$ cat src/rtl/uart_frame_tx_if.sv
// ---------------------------------------------------------------------------
// uart_frame_tx_if
//   Bundles the coprocessor-facing signals of the frame transmitter.
//   master : frame producer (drives frame_in / frame_valid, observes status)
//   slave  : uart_frame_tx (accepts the frame, drives tx and status)
// Signals:
//   frame_in    FRAME_BYTES*DBITS  frame word, byte 0 in bits [DBITS-1:0]
//   frame_valid 1                  one-cycle request pulse
//   frame_ready 1                  transmitter idle, can accept a frame
//   tx          1                  serial line, idles high
//   byte_idx    8                  character currently on the line
//   frame_done  1                  one-cycle pulse after the last stop bit
//   overrun     1                  sticky: request arrived while busy
// ---------------------------------------------------------------------------
interface uart_frame_tx_if #(
   parameter int DBITS       = 8,
   parameter int FRAME_BYTES = 16
) ();
   logic [FRAME_BYTES*DBITS-1:0] frame_in;
   logic                         frame_valid;
   logic                         frame_ready;
   logic                         tx;
   logic [7:0]                   byte_idx;
   logic                         frame_done;
   logic                         overrun;

   modport master (
      output frame_in, frame_valid,
      input  frame_ready, tx, byte_idx, frame_done, overrun
   );

   modport slave (
      input  frame_in, frame_valid,
      output frame_ready, tx, byte_idx, frame_done, overrun
   );
endinterface

$ cat src/rtl/uart_frame_tx.sv
// ---------------------------------------------------------------------------
// uart_frame_tx
//   Frame-level UART transmitter. Latches one FRAME_BYTES*DBITS-bit word on a
//   frame_valid pulse and sends it as FRAME_BYTES back-to-back 8N1 characters,
//   byte 0 first, each character LSB first, with no gap between characters.
// Ports:
//   clk    system clock, rising edge
//   rst_n  asynchronous active-low reset (aborts a frame, tx returns high)
//   bus    uart_frame_tx_if.slave: frame_in, frame_valid, frame_ready, tx,
//          byte_idx, frame_done, overrun
// ---------------------------------------------------------------------------
module uart_frame_tx #(
   parameter int CLK_FREQ    = 103_340_000,
   parameter int BAUD        = 115_200,
   parameter int DBITS       = 8,
   parameter int FRAME_BYTES = 16
) (
   input  logic             clk,
   input  logic             rst_n,
   uart_frame_tx_if.slave   bus
);

   localparam int CLKS_PER_BIT = CLK_FREQ / BAUD;
   localparam int CNT_W        = (CLKS_PER_BIT > 1) ? $clog2(CLKS_PER_BIT) : 1;
   localparam int BIT_W        = (DBITS > 1) ? $clog2(DBITS) : 1;
   localparam int FRAME_W      = FRAME_BYTES * DBITS;

   generate
      if (CLKS_PER_BIT < 2) begin : g_cpb_check
         $error("uart_frame_tx: CLK_FREQ/BAUD must be at least 2");
      end
      if (FRAME_BYTES > 256 || FRAME_BYTES < 1) begin : g_frame_check
         $error("uart_frame_tx: FRAME_BYTES must be in 1..256");
      end
   endgenerate

   typedef enum logic [1:0] {
      IDLE  = 2'd0,
      START = 2'd1,
      DATA  = 2'd2,
      STOP  = 2'd3
   } state_t;

   state_t               state_reg, state_next;
   logic [CNT_W-1:0]     baud_cnt_reg, baud_cnt_next;
   logic [BIT_W-1:0]     bit_cnt_reg, bit_cnt_next;
   logic [7:0]           byte_idx_reg, byte_idx_next;
   // The latched frame doubles as the shift register: every data bit shifts it
   // right by one, so after DBITS shifts the next character sits at the LSBs.
   logic [FRAME_W-1:0]   frame_reg, frame_next;
   logic                 frame_done_reg, frame_done_next;
   logic                 overrun_reg, overrun_next;
   logic                 bit_end;

   assign bit_end = (baud_cnt_reg == CNT_W'(CLKS_PER_BIT - 1));

   // State and datapath registers
   always_ff @(posedge clk or negedge rst_n) begin
      if (!rst_n) begin
         state_reg      <= IDLE;
         baud_cnt_reg   <= '0;
         bit_cnt_reg    <= '0;
         byte_idx_reg   <= '0;
         frame_reg      <= '0;
         frame_done_reg <= 1'b0;
         overrun_reg    <= 1'b0;
      end else begin
         state_reg      <= state_next;
         baud_cnt_reg   <= baud_cnt_next;
         bit_cnt_reg    <= bit_cnt_next;
         byte_idx_reg   <= byte_idx_next;
         frame_reg      <= frame_next;
         frame_done_reg <= frame_done_next;
         overrun_reg    <= overrun_next;
      end
   end

   // Next-state and datapath logic
   always_comb begin
      state_next      = state_reg;
      baud_cnt_next   = baud_cnt_reg;
      bit_cnt_next    = bit_cnt_reg;
      byte_idx_next   = byte_idx_reg;
      frame_next      = frame_reg;
      frame_done_next = 1'b0;
      overrun_next    = overrun_reg | (bus.frame_valid && (state_reg != IDLE));

      case (state_reg)
         IDLE: begin
            if (bus.frame_valid) begin
               frame_next    = bus.frame_in;
               state_next    = START;
               baud_cnt_next = '0;
               bit_cnt_next  = '0;
               byte_idx_next = '0;
            end
         end

         START: begin
            if (bit_end) begin
               baud_cnt_next = '0;
               bit_cnt_next  = '0;
               state_next    = DATA;
            end else begin
               baud_cnt_next = baud_cnt_reg + CNT_W'(1);
            end
         end

         DATA: begin
            if (bit_end) begin
               baud_cnt_next = '0;
               frame_next    = frame_reg >> 1;
               if (bit_cnt_reg == BIT_W'(DBITS - 1)) begin
                  state_next = STOP;
               end else begin
                  bit_cnt_next = bit_cnt_reg + BIT_W'(1);
               end
            end else begin
               baud_cnt_next = baud_cnt_reg + CNT_W'(1);
            end
         end

         STOP: begin
            if (bit_end) begin
               baud_cnt_next = '0;
               if (byte_idx_reg == 8'(FRAME_BYTES - 1)) begin
                  state_next      = IDLE;
                  byte_idx_next   = '0;
                  frame_done_next = 1'b1;
               end else begin
                  // Next character starts immediately: no idle gap on the line.
                  state_next    = START;
                  byte_idx_next = byte_idx_reg + 8'd1;
               end
            end else begin
               baud_cnt_next = baud_cnt_reg + CNT_W'(1);
            end
         end

         default: state_next = IDLE;
      endcase
   end

   // Line level is a pure decode of the state, so an asynchronous reset of
   // state_reg returns tx high at once without emitting a partial stop bit.
   always_comb begin
      bus.tx = 1'b1;
      case (state_reg)
         START:   bus.tx = 1'b0;
         DATA:    bus.tx = frame_reg[0];
         default: bus.tx = 1'b1;
      endcase
   end

   assign bus.frame_ready = (state_reg == IDLE);
   assign bus.byte_idx    = byte_idx_reg;
   assign bus.frame_done  = frame_done_reg;
   assign bus.overrun     = overrun_reg;

endmodule

$ cat src/flat_wrapper.sv
// flat-port wrapper written by rule: the top's interface ports become plain ports
module uart_frame_tx_flat 
#(
   parameter int CLK_FREQ    = 103_340_000,
   parameter int BAUD        = 115_200,
   parameter int DBITS       = 8,
   parameter int FRAME_BYTES = 16
)
  (clk, rst_n, bus_frame_in, bus_frame_valid, bus_frame_ready, bus_tx, bus_byte_idx, bus_frame_done, bus_overrun);
  uart_frame_tx_if #(.DBITS(DBITS), .FRAME_BYTES(FRAME_BYTES)) bus_i ();
  input  logic clk;
  input  logic rst_n;
  input wire logic [$bits(bus_i.frame_in)-1:0] bus_frame_in;
  input wire logic [$bits(bus_i.frame_valid)-1:0] bus_frame_valid;
  output wire logic [$bits(bus_i.frame_ready)-1:0] bus_frame_ready;
  output wire logic [$bits(bus_i.tx)-1:0] bus_tx;
  output wire logic [$bits(bus_i.byte_idx)-1:0] bus_byte_idx;
  output wire logic [$bits(bus_i.frame_done)-1:0] bus_frame_done;
  output wire logic [$bits(bus_i.overrun)-1:0] bus_overrun;
  assign bus_i.frame_in = bus_frame_in;
  assign bus_i.frame_valid = bus_frame_valid;
  assign bus_frame_ready = bus_i.frame_ready;
  assign bus_tx = bus_i.tx;
  assign bus_byte_idx = bus_i.byte_idx;
  assign bus_frame_done = bus_i.frame_done;
  assign bus_overrun = bus_i.overrun;
  uart_frame_tx #(.CLK_FREQ(CLK_FREQ), .BAUD(BAUD), .DBITS(DBITS), .FRAME_BYTES(FRAME_BYTES)) u_core (.clk(clk), .rst_n(rst_n), .bus(bus_i));
endmodule
$ cat config.mk
export PLATFORM = sky130hd
export DESIGN_NAME = uart_frame_tx_flat
export DESIGN_NICKNAME = d
export VERILOG_FILES = /design/src/rtl/uart_frame_tx_if.sv /design/src/rtl/uart_frame_tx.sv /design/src/flat_wrapper.sv
export SDC_FILE = /design/constraint.sdc
export NUM_CORES = 1
export LEC_CHECK = 0
export ABC_AREA = 1
export CAP_MARGIN = 20
export CORE_UTILIZATION = 57
export DETAILED_ROUTE_END_ITERATION = 16
export HOLD_SLACK_MARGIN = 0.08
export PLACE_DENSITY = 0.95
export RECOVER_POWER = 25
export SLEW_MARGIN = 20
export SYNTH_ARGS = -nofsm -noshare
export SYNTH_HDL_FRONTEND = slang
export SYNTH_SLANG_ARGS = --single-unit
export TNS_END_PERCENT = 5
$ cat constraint.sdc
create_clock -name clk -period 2.76 [get_ports clk]
set_input_delay 0.276 -clock clk [delete_from_list [all_inputs] [get_ports clk]]
set_output_delay 0.276 -clock clk [all_outputs]
set_load 0.005 [all_outputs]
==> out/metrics.cfg, run 1 <==
[detailed_routing]
drt_pass1_iterations = 6
wl_um = 17200
via_count = 6832
drc_errors = 0
final_antenna_net_count = 0
drt_iter0_markers = 641
vias_per_cell = 5.13
wl_per_cell_um = 12.9

[worst_setup_path]
worstPathCellList = inv_1 -> ha_2 -> inv_6 -> o21ai_0 -> clkdlybuf4s50_1
crit_path_start_kind = register
critPathArrivalTime_ps = 2270
worstPathRequired_ps = 2480
crit_fanout = 33
worst_path_largest_cell_delay_ps = 550
crit_type = reg -> out
worst_setup_path_end_kind = primary output
critPathSlowestCell = clkdlybuf4s50_1
critical_path.top_delay_family = buffers and inverters
crit_buf_inv = 3

[finish]
fill_cells = 887
drive_gt1_frac = 0.0415
syn_to_final_growth_pct = 28.1
diodes = 0
largest_register_ffs = 128
layout.nets = 1285
fin_util = 0.748

[power]
power_mw = 10.4
ir_worst_vdd_mv = 0.753
leakage_nw = 4.74
power_density_mw_per_mm2 = 1050

[outcome]
violations = capacitance limit, slew limit
status = complete, but fails checks

[synth]
netlist_area_mm2 = 0.00770
ys.warnings.count = 0
synth_nets = 1172
synth_top_area_frac = 0.497
synth_cell_types = 24
netlist_instances = 1031
syn_avg_cell_area_um2 = 7.47
ys_top_cells_by_area = dfrtp_1 (50%), o21ai_0 (16%), nand2_1 (15%)
yosys.area.top_type = dfrtp_1
ys_ff_latch = 153
synth_seq_area_share = 0.497

[sta]
slew-limit-headroom = -0.386
drv_slew = 84
fin_crit_sh = 0.923
fmax_mhz = 392
rsz0062_at_grt = false
worst_pin_slew_ps = 2080
layout_min_cycle_time_ps = 2550
fin_ws_ps = 211
final-hold-violation-count = 0
finalClockSkew_ps = 6.10
setup-tns-final_ps = 0
finalSetupViolCount = 0

[placement]
portBuffers = 142
gp_congestion = 0.860
hpwl_um = 11000
dp_slack_ps = 375

[clock_network]
cts_tree = done
path_clk_slew_ps = 60
numCtsBuffers = 17
clk_latency_ps = 420
cts_post_setup_buffers_inserted = 0
cts_sinks = 153
root_buffer = clkbuf_16
clk_path_buf_depth = 2
htreeDepth = 4

[grt]
grt_pass1_vias = 6368
grt_pass1_wl_um = 29000
grt_usage = 0.259
grt_antenna_before_repair = 0
grt_overflow = 0
grt_max_degree = 150

[die]
design.portCount = 143
dieArea_mm2 = 0.0140
rows = 42
die_h_um = 118
die_x_um = 118
start_util = 0.584
core-area_mm2 = 0.0132

[job]
drv_cap = 1

[min_path]
min_path_type = reg -> reg

-- through the flow --
step,hold slack [ps],std cells,area [µm²]
6_report,486,1333,9870
5_1_grt,497,1333,9870
4_1_cts,488,1333,9870
3_5_place_dp,382,1300,9210
3_3_place_gp,384,1300,9210
2_1_floorplan,-19.6,1031,7700
-- cells in the final DEF (no fill, tap or decap), types with 2 or more instances in the layout --
master           netlist  final
buf_12                 0      5
inv_6                  0      2
inv_1                150    150
o21bai_1               2      2
dfrtp_1              153    153
clkdlybuf4s50_1        0    141
nand3b_1               2      2
or2_2                  2      2
a21oi_1                8      8
nand3_1               21     21
bufinv_16              0      4
nor3_1                 4      4
xnor2_1                2      2
buf_4                  0      3
clkinv_1               2      2
nand2_1              318    318
o21ai_1               20     20
ha_1                  10      9
nand4_1                2      2
clkbuf_8               0      4
o21ai_0              245    245
xor2_1                 2      2
clkinv_2               0      3
clkinvlp_4             0      3
clkbuf_16              0     17
nor2_1                26     26
-- where the power goes --
group / switching (mW) / total, mW / internal [mW]
Combinational: 2.90 / 4.34 / 1.44
Clock: 0.886 / 2.49 / 1.61
Sequential: 0.305 / 3.56 / 3.26
-- synth_stat cells, drive strengths merged --
master,instances
nor3b,1
nand3,22
xnor2,2
o21bai,2
clkinv,2
clkbuf,14
a21oi,8
or2,2
o21ai,265
nor2,27
nor3,4
inv,151
nand4,2
nand3b,2
xor2,2
a21boi,1
ha,10
dfrtp,153
buf,43
nand2,318
-- layout make-up --
| type | count | area [µm²] | area share |
|---|---|---|---|
| Tap cell | 176 | 220 | 0.0223 |
| Clock buffer | 21 | 480 | 0.0487 |
| Sequential cell | 153 | 3830 | 0.388 |
| Inverter | 153 | 579 | 0.0587 |
| Timing Repair Buffer | 151 | 1550 | 0.157 |
| Clock inverter | 11 | 166 | 0.0169 |
| Multi-Input combinational cell | 668 | 3040 | 0.308 |
-- cell families after synthesis --
kind of cell / after synthesis / share of synthesized area
AOI/OAI and AO/OA: 276 / 0.181
xor gates and xnor gates: 4 / 0.00455
adders and majority gates: 10 / 0.0162
buffers and inverters: 210 / 0.109
DFF: 153 / 0.497
and+or+nand+nor: 378 / 0.192
-- layer usage --
| metal | global-route usage | up-vias | share of wire |
|---|---|---|---|
| met5 | 0 | - | 0 |
| met3 | 0.0492 | 30 | 0.047 |
| li1 | - | 3455 | - |
| met4 | 0.116 | 0 | 0.023 |
| met1 | 0.346 | 3143 | 0.45 |
| met2 | 0.413 | 204 | 0.48 |
-- path summary, 6_finish.rpt --
| path | startpoint | endpoint | slack [ps] | depth (start not counted) |
|---|---|---|---|---|
| hold reg to reg | u_core.bus.overrun | u_core.bus.overrun | 490 | 1 |
| min in group asynchronous | rst_n | u_core.frame_reg[50] | 1010 | 2 |
| hold / removal | u_core.bus.overrun | u_core.bus.overrun | 490 | 1 |
| setup / recovery | u_core.state_reg[0] | bus_tx | 210 | 5 |
| setup reg to reg | u_core.state_reg[0] | u_core.frame_reg[100] | 400 | 7 |
| max in group asynchronous | rst_n | u_core.frame_reg[98] | 540 | 2 |
-- what timing repair did --
item / in CTS / in global routing
endpoints found under the setup margin: 0 / 1
hold buffers: 1 / 0
gates resized for setup: 0 / 1
hold endpoints to repair: 82 / 0
No activity file was read; power rests on OpenSTA's default activity.
==> inputs of run 2 (changes only) <==
--- a/config.mk
+++ b/config.mk
@@ -7,10 +7,10 @@
 export LEC_CHECK = 0
 export ABC_AREA = 1
 export CAP_MARGIN = 20
-export CORE_UTILIZATION = 57
+export CORE_UTILIZATION = 40
 export DETAILED_ROUTE_END_ITERATION = 16
 export HOLD_SLACK_MARGIN = 0.08
-export PLACE_DENSITY = 0.95
+export PLACE_DENSITY = 0.75
 export RECOVER_POWER = 25
 export SLEW_MARGIN = 20
 export SYNTH_ARGS = -nofsm -noshare
==> constraint.sdc (replaced) <==
create_clock -name clk -period 2.58 [get_ports clk]
set_input_delay 0.258 -clock clk [delete_from_list [all_inputs] [get_ports clk]]
set_output_delay 0.258 -clock clk [all_outputs]
set_load 0.005 [all_outputs]
==> out/metrics.cfg, run 2 (synthesis gave the netlist of run 1 again) <==
[sta]
slew-limit-headroom = 0.140  ; +0.526
fin_crit_sh = 0.971
drv_slew = 0  ; -100%
setup-tns-final_ps = 0  ; unchanged
worst_pin_slew_ps = 1290  ; -789 ps
layout_min_cycle_time_ps = 2500
final-hold-violation-count = 0  ; unchanged
fmax_mhz = 399
finalClockSkew_ps = 9.79  ; +3.69 ps
finalSetupViolCount = 0  ; unchanged

[die]
start_util = 0.410  ; -0.174
core-area_mm2 = 0.0188  ; +42%
die_x_um = 141  ; +19%
dieArea_mm2 = 0.0198  ; +42%
rows = 50  ; +19%
design.portCount = 143  ; unchanged
die_h_um = 141  ; +19%

[placement]
gp_congestion = 0.871  ; +1.3%
hpwl_um = 11000  ; +0.23%
place_inst = 1360  ; +4.6%
place_area_mm2 = 0.00931  ; +1.1%
portBuffers = 142  ; unchanged

[detailed_routing]
drc_errors = 0  ; unchanged
drt_iter0_markers = 399  ; -38%
drt_pass1_iterations = 5  ; -1
wl_um = 16400  ; -4.6%
wl_per_cell_um = 11.8  ; -8.9%
via_count = 6575  ; -3.8%
final_antenna_net_count = 0  ; unchanged
vias_per_cell = 4.71  ; -8.0%

[power]
seqPwrFrac = 0.351  ; +0.008
p_clk_frac = 0.222  ; -0.018
ir_worst_vdd_mv = 0.590  ; -22%
swShare = 0.403  ; +0.00968
power_density_mw_per_mm2 = 1090  ; +3.4%
power.switching_mw = 4.34  ; +6.2%
power_frac_comb = 0.426  ; +0.009
power.internal_mw = 6.43  ; +2.0%
leakage_nw = 4.72  ; -0.47%

[job]
drv_cap = 0  ; -1

[worst_setup_path]
r2r_cells = 8  ; +1
worstPathRequired_ps = 2320  ; -160 ps
crit_path_start_kind = register
crit_type = reg -> out
critPathArrivalTime_ps = 2250  ; -20 ps
worst_setup_path_end_kind = primary output
crit_fanout = 7  ; -79%

[finish]
fin_cells = 1395  ; +4.7%
drive_gt1_frac = 0.0448  ; +0.00330
diodes = 0  ; unchanged
regArea_mm2 = 0.00383  ; unchanged
final_area_mm2 = 0.00989  ; +0.23%
layout_common_cells = nand2_1 (318), o21ai_0 (245), dfrtp_1 (153), inv_1 (150), clkdlybuf4s50_1 (141)
layout.nets = 1289  ; +0.31%
multi_input_area_mm2 = 0.00304  ; unchanged
largest_register_ffs = 128  ; unchanged
fill_cells = 1772  ; +100%
syn_to_final_growth_pct = 28.4
mostFrequentLayoutCell = nand2_1

[grt]
grt_max_degree = 192  ; +28%
grt_antenna_before_repair = 0  ; unchanged
grt_overflow = 0  ; unchanged
grt_pass1_vias = 5996  ; -5.8%
grt_usage = 0.173  ; -0.0868
grt_pass1_wl_um = 27700  ; -4.4%

[clock_network]
path_clk_slew_ps = 60  ; about the same
clk_path_buf_depth = 2  ; unchanged
cts_tree = done
htreeDepth = 4  ; unchanged
cts_sinks = 153  ; unchanged
root_buffer = clkbuf_16
numCtsBuffers = 17  ; unchanged
clk_latency_ps = 430  ; about the same

[min_path]
whs_path_depth = 3  ; +2
min_path_type = in -> reg

[outcome]
status = complete, no violations

run 2: changes by cell type in the layout (fill, tap and decap cells not counted):
| cell | before | now |
|---|---|---|
| buf_4 | 3 | 6 |
| bufinv_16 | 4 | 1 |
| clkbuf_4 | 0 | 1 |
| clkbuf_8 | 4 | 0 |
| clkinv_2 | 3 | 2 |
| clkinv_4 | 0 | 3 |
| inv_6 | 2 | 7 |
run 2: path summary, 6_finish.rpt:
| path | from | endpoint | slack, ps |
|---|---|---|---|
| max in group asynchronous | rst_n | u_core.frame_reg[45] | 480 |
| min in group asynchronous | rst_n | u_core.frame_reg[105] | 650 |
| worst max register to register | u_core.state_reg[0] | u_core.frame_reg[18] | 310 |
| worst max-delay path | u_core.state_reg[0] | bus_tx | 80 |
| worst min register to register | u_core.bus.overrun | u_core.bus.overrun | 500 |
| worst min-delay path | bus_frame_valid | u_core.bus.overrun | 470 |
run 2: layout make-up:
class / count / share of cell area
Sequential cell: 153 / 0.387
Multi-Input combinational cell: 668 / 0.308
Tap cell: 234 / 0.0296
Clock inverter: 15 / 0.0143
Timing Repair Buffer: 155 / 0.160
Clock buffer: 17 / 0.0430
Inverter: 153 / 0.0586
run 2: power groups by stage:
| stage | Sequential (mW) | Clock (mW) | Combinational, mW |
|---|---|---|---|
| finish | 3.79 | 2.39 | 4.59 |
| global route | 3.88 | 2.56 | 5.43 |
| CTS | 3.80 | 2.46 | 4.65 |
| detailed placement | 3.83 | 0 | 4.62 |
| global placement | 3.79 | 0 | 4.48 |
| floorplan | 3.74 | 0 | 3.53 |
run 2: layer usage:
metal  part of all wire  global-route usage  vias up
li1                   -                   -     3461
met1               0.48               0.238     2997
met2               0.46               0.271      106
met3              0.042              0.0350       11
met4              0.012              0.0566        0
met5                  0                   0        -
run 2: worst max-delay path, cell delays in order (launching register included):
cell	delay, ps
dfrtp_1	410
inv_1	120
ha_2	280
or2_2	330
o21ai_0	130
clkdlybuf4s50_1	560
run 2: through the flow:
step	setup slack [ps]	hold WS, ps	power (mW)	util
2_1_floorplan	792	-37.6	7.27	-
3_3_place_gp	302	249	8.27	0.496
3_5_place_dp	207	255	8.45	0.496
4_1_cts	29.6	364	10.9	0.527
5_1_grt	-5.97	503	11.9	0.527
6_report	75.2	471	10.8	0.527
run 2: timing repair:
action,in CTS,in global routing
gates resized for setup,1,0
endpoints found under the setup margin,1,1
pin swaps,0,0
hold endpoints to repair,49,0
hold buffers,1,0
buffers inserted,0,2
==> inputs of run 3 (changes only) <==
--- a/config.mk
+++ b/config.mk
@@ -7,11 +7,13 @@
 export LEC_CHECK = 0
 export ABC_AREA = 1
 export CAP_MARGIN = 20
-export CORE_UTILIZATION = 40
+export CORE_UTILIZATION = 48
 export DETAILED_ROUTE_END_ITERATION = 16
 export HOLD_SLACK_MARGIN = 0.08
-export PLACE_DENSITY = 0.75
+export MAX_ROUTING_LAYER = met4
+export PLACE_DENSITY = 0.85
 export RECOVER_POWER = 25
+export SKIP_CTS_REPAIR_TIMING = 1
 export SLEW_MARGIN = 20
 export SYNTH_ARGS = -nofsm -noshare
 export SYNTH_HDL_FRONTEND = slang
==> out/metrics.cfg, run 3 (synthesis gave the netlist of run 1 again) <==
[outcome]
status = complete, but fails checks
violations = capacitance limit, slew limit

[sta]
drv_slew = 71  ; +71
holdWs_ps = 467  ; -3.37 ps
finalSetupViolCount = 0  ; unchanged
fin_crit_sh = 0.950  ; -0.0209
rsz0062_at_grt = false
slew-limit-headroom = -0.195  ; -0.335
finalClockSkew_ps = 9.22  ; -0.575 ps
worst_pin_slew_ps = 1790  ; +502 ps
final-hold-violation-count = 0  ; unchanged
layout_min_cycle_time_ps = 2450  ; -53.9 ps
fmax_mhz = 408  ; +2.2%

[placement]
place_area_mm2 = 0.00932  ; about the same
portBuffers = 142  ; unchanged
hpwl_um = 10800  ; -1.7%
place_inst = 1340  ; -1.5%
gp_congestion = 0.869  ; -0.24%

[finish]
final_area_mm2 = 0.00992  ; +0.30%
mostFrequentLayoutCell = nand2_1
drive_gt1_frac = 0.0439  ; -0.000899
multi_input_area_mm2 = 0.00304  ; unchanged
largest_register_ffs = 128  ; unchanged
regArea_mm2 = 0.00383  ; about the same
diodes = 0  ; unchanged
layout_common_cells = nand2_1 (318), o21ai_0 (245), dfrtp_1 (152), inv_1 (150), clkdlybuf4s50_1 (141)
layout.nets = 1290  ; +0.078%
fin_cells = 1373  ; -1.6%
syn_to_final_growth_pct = 28.8
fill_cells = 1310  ; -26%

[clock_network]
clk_latency_ps = 420  ; about the same
cts_sinks = 153  ; unchanged
path_clk_slew_ps = 50  ; about the same
htreeDepth = 4  ; unchanged
root_buffer = clkbuf_16
numCtsBuffers = 17  ; unchanged
clk_path_buf_depth = 2  ; unchanged
cts_tree = done

[power]
ir_worst_vdd_mv = 0.864  ; +46%
swShare = 0.390  ; -0.0133
leakage_nw = 4.75  ; +0.77%
power_mw = 11.0  ; +2.0%
p_clk_frac = 0.226  ; +0.004
power_density_mw_per_mm2 = 1110  ; +1.7%
power.switching_mw = 4.28  ; -1.3%
seqPwrFrac = 0.346  ; -0.005
power_frac_comb = 0.428  ; +0.002
power.internal_mw = 6.71  ; +4.3%

[worst_setup_path]
worstPathRequired_ps = 2320  ; about the same
worst_setup_path_end_kind = primary output
r2r-start = u_core.state_reg[1]
critPathArrivalTime_ps = 2190  ; -60 ps
crit_path_start_kind = register
crit_fanout = 7  ; unchanged
crit_type = reg -> out
critPathLaunch = u_core.state_reg[0]

[detailed_routing]
via_count = 6625  ; +0.76%
drt_pass1_iterations = 5  ; unchanged
wl_um = 16400  ; +0.24%
final_antenna_net_count = 0  ; unchanged
wl_per_cell_um = 12.0  ; +1.9%
drt_iter0_markers = 458  ; +15%
vias_per_cell = 4.83  ; +2.4%
drc_errors = 0  ; unchanged

[grt]
grt_usage = 0.219  ; +0.0467
grt_max_degree = 208  ; +8.3%
grt_antenna_before_repair = 0  ; unchanged
grt_pass1_vias = 6130  ; +2.2%
grt_pass1_wl_um = 27900  ; +0.92%
grt_overflow = 0  ; unchanged

[die]
die_h_um = 129  ; -8.6%
dieArea_mm2 = 0.0166  ; -16%
die_x_um = 129  ; -8.6%
core-area_mm2 = 0.0154  ; -18%
start_util = 0.499  ; +0.0889
design.portCount = 143  ; unchanged
rows = 45  ; -10%

[job]
drv_cap = 1  ; +1

[min_path]
hp-start = bus_frame_valid
min_path_type = in -> reg

## run 3: cell types whose count changed in the layout (fill, tap and decap cells not counted), moves of 2 or more
cell | before | now
clkinv_2 | 2 | 4
inv_6 | 7 | 1
clkbuf_8 | 0 | 5
clkinvlp_4 | 3 | 0
clkinv_4 | 3 | 1
clkbuf_1 | 0 | 3
buf_12 | 5 | 7
## run 3: area by class of cell
class,instances,share of cell area
clock buffer,25,0.0510
clock inverter,7,0.00896
inverter,153,0.0584
multi-input combinational,668,0.307
sequential,153,0.386
tap,211,0.0266
timing repair buffer,156,0.162
## run 3: worst max-delay path, cell delays in order (launching register included)
cell and delay [ps]:
dfrtp_2 400, inv_1 90, ha_2 270, or2_2 340, o21ai_0 120, clkdlybuf4s50_1 560
## run 3: metrics by stage
step | utilization | setup WS, ps | TNS (ps)
floorplan | - | 792 | 0
global placement | 0.604 | 461 | 0
detailed placement | 0.604 | 333 | 0
CTS | 0.643 | -50.5 | -50.5
global route | 0.643 | 22.7 | 0
finish | 0.643 | 129 | 0
## run 3: path summary, 6_finish.rpt
check	end	slack (ps)	cells after the start
min reg2reg	u_core.bus.overrun	490	1
min in group asynchronous	u_core.frame_reg[56]	870	2
min	u_core.bus.overrun	470	3
max	bus_tx	130	5
max reg2reg	u_core.frame_reg[85]	460	8
max in group asynchronous	u_core.state_reg[0]	510	2
## run 3: layer usage
layer  share of wire  global-route usage  vias up  wire (µm)
met5               0                   -        -          0
met4          0.0097              0.0561        0        159
met3           0.059              0.0561       16        969
met2            0.46               0.335      166       7570
met1            0.47               0.291     2979       7750
li1                -                   -     3464          -
## run 3: power by group through the flow
stage | combinational, mW | clock (mW) | sequential [mW]
6_report | 4.71 | 2.48 | 3.80
5_1_grt | 5.52 | 2.65 | 3.91
4_1_cts | 4.75 | 2.53 | 3.80
3_5_place_dp | 4.71 | 0 | 3.83
3_3_place_gp | 4.54 | 0 | 3.79
2_1_floorplan | 3.53 | 0 | 3.74
